**src/rtl/fetch_stage.sv**
```systemverilog
// Instruction fetch stage: drives the instruction-memory request, owns the PC,
// and fills the IF/ID register, with a one-entry skid for fetches that land during a stall.
module fetch_stage #(
    parameter int                       ADDRESS_WIDTH = 32,
    parameter int                       INSTR_WIDTH   = 32,
    parameter logic [ADDRESS_WIDTH-1:0] RESET_PC      = 32'h0000_0000
) (
    input  logic                     i_CLK,
    input  logic                     i_RST,
    input  logic                     i_StallD,
    input  logic                     i_PCSrcD,
    input  logic [ADDRESS_WIDTH-1:0] i_PCD,
    output logic                     o_IMemReq,
    output logic [ADDRESS_WIDTH-1:0] o_IMemAddr,
    input  logic                     i_IMemAck,
    input  logic [INSTR_WIDTH-1:0]   i_IMemRdata,
    output logic [INSTR_WIDTH-1:0]   o_InstrD,
    output logic [ADDRESS_WIDTH-1:0] o_PCPlus4D,
    output logic                     o_ValidD,
    output logic [1:0]               o_FsmState
);

    // Memory handshake: o_IMemReq is a level held high with o_IMemAddr stable
    // until the cycle i_IMemAck is seen; i_IMemRdata is valid only in that cycle.
    typedef enum logic [1:0] {
        IDLE  = 2'd0,
        FETCH = 2'd1,
        HOLD  = 2'd2
    } state_t;

    localparam logic [ADDRESS_WIDTH-1:0] PC_STEP = ADDRESS_WIDTH'(4);

    state_t                   state_q, state_d;
    logic [ADDRESS_WIDTH-1:0] pc_q, pc_d;
    logic                     pending_q, pending_d;
    logic [ADDRESS_WIDTH-1:0] redir_q, redir_d;
    logic [INSTR_WIDTH-1:0]   skid_instr_q, skid_instr_d;
    logic [ADDRESS_WIDTH-1:0] skid_pc4_q, skid_pc4_d;
    logic [INSTR_WIDTH-1:0]   ifid_instr_q, ifid_instr_d;
    logic [ADDRESS_WIDTH-1:0] ifid_pc4_q, ifid_pc4_d;
    logic                     ifid_valid_q, ifid_valid_d;
    logic [ADDRESS_WIDTH-1:0] pc_plus4;
    logic                     redirect;

    assign pc_plus4 = pc_q + PC_STEP;
    assign redirect = i_PCSrcD && !i_StallD;

    always_ff @(posedge i_CLK or negedge i_RST) begin
        if (!i_RST) begin
            state_q      <= IDLE;
            pc_q         <= RESET_PC;
            pending_q    <= 1'b0;
            redir_q      <= '0;
            skid_instr_q <= '0;
            skid_pc4_q   <= '0;
            ifid_instr_q <= '0;
            ifid_pc4_q   <= '0;
            ifid_valid_q <= 1'b0;
        end else begin
            state_q      <= state_d;
            pc_q         <= pc_d;
            pending_q    <= pending_d;
            redir_q      <= redir_d;
            skid_instr_q <= skid_instr_d;
            skid_pc4_q   <= skid_pc4_d;
            ifid_instr_q <= ifid_instr_d;
            ifid_pc4_q   <= ifid_pc4_d;
            ifid_valid_q <= ifid_valid_d;
        end
    end

    always_comb begin
        state_d      = state_q;
        pc_d         = pc_q;
        pending_d    = pending_q;
        redir_d      = redir_q;
        skid_instr_d = skid_instr_q;
        skid_pc4_d   = skid_pc4_q;
        ifid_instr_d = ifid_instr_q;
        ifid_pc4_d   = ifid_pc4_q;
        ifid_valid_d = ifid_valid_q;

        case (state_q)
            IDLE: begin
                state_d = FETCH;
                if (!i_StallD) begin
                    ifid_instr_d = '0;
                    ifid_pc4_d   = '0;
                    ifid_valid_d = 1'b0;
                end
            end

            FETCH: begin
                if (i_IMemAck) begin
                    if (pending_q) begin
                        // Wrong-path word: drop it and jump to the newest target.
                        pending_d = 1'b0;
                        pc_d      = redirect ? i_PCD : redir_q;
                        if (!i_StallD) begin
                            ifid_instr_d = '0;
                            ifid_pc4_d   = '0;
                            ifid_valid_d = 1'b0;
                        end
                    end else if (i_StallD) begin
                        skid_instr_d = i_IMemRdata;
                        skid_pc4_d   = pc_plus4;
                        pc_d         = pc_plus4;
                        state_d      = HOLD;
                    end else if (i_PCSrcD) begin
                        pc_d         = i_PCD;
                        ifid_instr_d = '0;
                        ifid_pc4_d   = '0;
                        ifid_valid_d = 1'b0;
                    end else begin
                        ifid_instr_d = i_IMemRdata;
                        ifid_pc4_d   = pc_plus4;
                        ifid_valid_d = 1'b1;
                        pc_d         = pc_plus4;
                    end
                end else if (!i_StallD) begin
                    // Address must stay put until ack, so a redirect is parked.
                    ifid_instr_d = '0;
                    ifid_pc4_d   = '0;
                    ifid_valid_d = 1'b0;
                    if (i_PCSrcD) begin
                        pending_d = 1'b1;
                        redir_d   = i_PCD;
                    end
                end
            end

            HOLD: begin
                if (!i_StallD) begin
                    state_d = FETCH;
                    if (i_PCSrcD) begin
                        pc_d         = i_PCD;
                        ifid_instr_d = '0;
                        ifid_pc4_d   = '0;
                        ifid_valid_d = 1'b0;
                    end else begin
                        ifid_instr_d = skid_instr_q;
                        ifid_pc4_d   = skid_pc4_q;
                        ifid_valid_d = 1'b1;
                    end
                end
            end

            default: begin
                state_d = IDLE;
            end
        endcase
    end

    assign o_IMemReq  = (state_q == FETCH);
    assign o_IMemAddr = pc_q;
    assign o_InstrD   = ifid_instr_q;
    assign o_PCPlus4D = ifid_pc4_q;
    assign o_ValidD   = ifid_valid_q;
    assign o_FsmState = state_q;

endmodule

```
**config.mk**
```make
export PLATFORM = sky130hd
export DESIGN_NAME = fetch_stage
export DESIGN_NICKNAME = d
export VERILOG_FILES = /design/src/rtl/fetch_stage.sv
export SDC_FILE = /design/constraint.sdc
export NUM_CORES = 1
export LEC_CHECK = 0
export ABC_AREA = 1
export CORE_ASPECT_RATIO = 0.9
export CORE_MARGIN = 2
export CORE_UTILIZATION = 30
export CTS_CLUSTER_DIAMETER = 80
export DETAILED_ROUTE_END_ITERATION = 7
export MAX_ROUTING_LAYER = met4
export PLACE_DENSITY = 0.6
export SYNTH_ARGS = -nofsm -noshare
export SYNTH_HDL_FRONTEND = slang
export SYNTH_SLANG_ARGS = --single-unit
export TNS_END_PERCENT = 5
```
**constraint.sdc**
```tcl
create_clock -name i_CLK -period 1.7 [get_ports i_CLK]
set_input_delay 0.34 -clock i_CLK [delete_from_list [all_inputs] [get_ports i_CLK]]
set_output_delay 0.34 -clock i_CLK [all_outputs]
set_load 0.01 [all_outputs]
```
==> out/results.txt <==
Die Ht -> 180 um
Leakage -> 7.85 nW
Design Area, Final -> 15,000 um2
Final Slew Violations -> 0
Clock latency on the worst-skew pair -> 0.45 ns
I/O pin total -> 169
R2R Path End -> o_PCPlus4D[14]
CP Capture Type -> flop
First-pass GRT wire length -> 53,900 um
Antenna cell count -> 0
Share of cells above drive strength 1 -> 0.199
Net count after synthesis -> 1,494
EDFF count, synth -> 0
CTS tree -> yes
Predominant post-synthesis flop cell -> dfrtp_1
Kind of critical path -> flop to flop
Die Width -> 200 um
Wire length on met2 -> 15,100 um
DRT Pass-1 Iters -> 5
Nets -> 1,793
Pwr dens -> 1720 nW/um2
Synth area leader -> dfrtp_1
Buffers on Ports -> 168
DP Area -> 13,800 um2
Synth unique cells -> 35
Failing checks -> negative setup slack
Fillers -> 3,450
CTS root buffer -> clkbuf_16
Max Clock Freq -> 549 MHz
Placed Cells -> 2,141
FP Rows -> 64
Top cell type's share of synthesized area -> 0.473
Setup ws final -> -0.121 ns
Initial core utilization -> 0.305
Register area share after synthesis -> 0.473
Worst r2r path cells -> 13
Skew final -> 0.0153 ns
Multi-input logic area -> 4910 um2
Hold Vio Cnt, Final -> 0
Met3 wire length -> 1860 um
Finish-stage setup viols -> 41
Reg-to-reg startpoint -> o_IMemAddr[3]
Vias in the first global route -> 9,696
DP HPWL -> 24,300 um
FF/Latch Area -> 4910 um2
Post-Layout Cell Count -> 2,194
Core ar. -> 34,000 um2
Total track usage -> 0.198
Clock buffer depth -> 2
Inserted Clock Buffers -> 17
Synth-to-Final Area Change -> 44.1%
Crit path max fanout -> 3
Finished Core Util -> 0.439
FFs w/ async S/R, synth -> 1.00
Fin crit period -> 1.82 ns
Unrepaired setup endpoints after global routing -> true
Total power -> 25.7 mW
Drt first-iter violations -> 773
Critical path arrival -> 2.22 ns
Worst Max-Slew Pin Slew -> 0.441 ns
Final Wtd Congestion -> 0.896
Worst-path clk slew -> 0.08 ns
Grt total ovfl -> 0
Antenna viol nets, final -> 0
Worst setup SP type -> flop
Wire length per cell -> 15.6 um
Vias per std cell -> 4.71
DRC violations left -> 0
CTS sink count -> 196
Syn Inst Count -> 1,420
Top layer in use -> met4
Avg Inst Size Synth -> 7.31 um2
Post-Syn Area -> 10,400 um2
Met1 WL -> 16,900 um
Status -> finished, violations left
WP data required -> 2.10 ns
Worst Hold Class -> input port to asynchronous set/reset pin
Max_cap viols -> 0
Synth area leaders -> dfrtp_1 (47%), nand2_1 (18%), o21ai_0 (9.3%), inv_1 (5.1%), a21oi_1 (3.9%)
H-tree depth -> 4
R2r setup slk -> -0.12 ns
Final WL -> 34,200 um
Worst rel slew slack -> 0.706
DR vias -> 10,341
Peak VDD IR -> 0.000805 V
Yosys warnings -> 0
Antenna violations before repair -> 0
Die Footprint -> 36,100 um2
Yosys reg bits -> 196
Largest net degree at the start of global routing -> 68
Post-route clock period utilization -> 1.07
## synth_stat cells, types with 12 or more instances
cell type,n
xor2_1,12
nor2_1,91
nand3_1,45
clkbuf_1,41
buf_2,19
nand2_1,496
o21ai_0,192
dfrtp_1,196
a21oi_1,80
o22ai_1,16
inv_1,140
## power breakdown
group	internal (mW)	total, mW	leakage (nW)	switching [mW]
Clock	2.25	4.17	0.280	1.91
Sequential	6.61	7.78	2.45	1.17
Combinational	6.05	13.8	5.12	7.74
Total	14.9	25.7	7.85	10.8
## routing by layer
layer	up-vias	global-route usage
met4	0	0.0421
met2	304	0.288
li1	5128	-
met5	-	-
met3	18	0.0268
met1	4891	0.291
## state kept, by name, indices dropped and copies added (netlist names)
name,count
o_InstrD,32
o_PCPlus4D,32
o_ValidD,1
o_IMemAddr,32
o_FsmState,2
skid_instr_q,32
skid_pc4_q,32
pending_q,1
redir_q,32
## per-stage QoR
stage          setup slack (ns)  hold WS [ns]  TNS, ns
6_report                 -0.121         0.278    -1.88
5_1_grt                  -0.241         0.282   -12.32
4_1_cts                 -0.0960         0.262    -1.28
3_5_place_dp             -0.405         0.177   -49.64
3_3_place_gp             -0.389         0.176   -45.50
2_1_floorplan           -0.0187        0.0444   -0.108
## critical path, cell delays in order (launching register included)
cell     delay, ns
dfrtp_1       0.41
ha_4          0.19
nand3_1       0.12
buf_4         0.17
nor2_2        0.11
buf_4         0.14
buf_4         0.12
xor2_2        0.16
nand2_1       0.07
nand2_1       0.06
nand2_1       0.05
nand2_1       0.09
nand2_1       0.05
nand2_1       0.05
## cell usage in the layout (no fill, tap or decap), types with 3 or more instances in the layout
master / n
nand2_1: 467
xor2_2: 5
nand2_4: 4
o22ai_1: 14
buf_4: 164
clkbuf_8: 3
dlygate4sd2_1: 68
clkinvlp_4: 3
a21boi_1: 6
nand2_2: 25
buf_6: 8
o2111ai_1: 3
o211ai_1: 6
nor2_2: 23
clkbuf_16: 17
dlymetal6s2s_1: 24
ha_4: 3
clkinv_4: 3
nor2_1: 59
a21oi_1: 76
o21ai_0: 148
inv_2: 11
clkdlybuf4s50_1: 67
o21ai_1: 47
buf_12: 18
a31oi_1: 6
dfrtp_1: 190
nor2_4: 15
a22oi_1: 7
bufbuf_16: 3
inv_1: 135
dfrtp_2: 6
nand3_1: 44
a21oi_2: 4
xor2_1: 7
clkbuf_2: 3
mux2_2: 9
## worst max path at each step
stage	start	endpoint	slack (ns)	cells past startpoint
after floorplan	o_FsmState[1]	redir_q[17]	-0.02	8
after global placement	i_PCSrcD	redir_q[28]	-0.39	7
after detailed placement	i_PCSrcD	redir_q[30]	-0.41	7
after CTS	o_IMemAddr[7]	o_PCPlus4D[23]	-0.1	14
after global routing	o_IMemAddr[3]	o_PCPlus4D[28]	-0.24	14
final	o_IMemAddr[3]	o_PCPlus4D[14]	-0.12	13
## final cells by class
class	instances	area share
sequential	196	0.329
multi-input combinational	998	0.328
timing repair buffer	360	0.229
tap	462	0.0387
inverter	146	0.0367
clock buffer	21	0.0308
clock inverter	11	0.00854
## logic make-up after synthesis
group / after synthesis / synth area share
and+or+nand+nor: 646 / 0.244
AOI/OAI and AO/OA: 326 / 0.167
xor gates and xnor gates: 12 / 0.0101
DFF: 196 / 0.473
adders and majority gates: 5 / 0.00603
buffers and inverters: 226 / 0.0906
muxes: 9 / 0.00977
## what timing repair did
action                                 CTS  global route
buffers inserted                        12             6
setup endpoints to repair              181           156
gates resized for setup                160           118
endpoints found under the hold margin  134             0
hold buffers                             1             0
cloned                                   3             0
pin swaps                                8            19
Power figures use the tool's default switching activity.
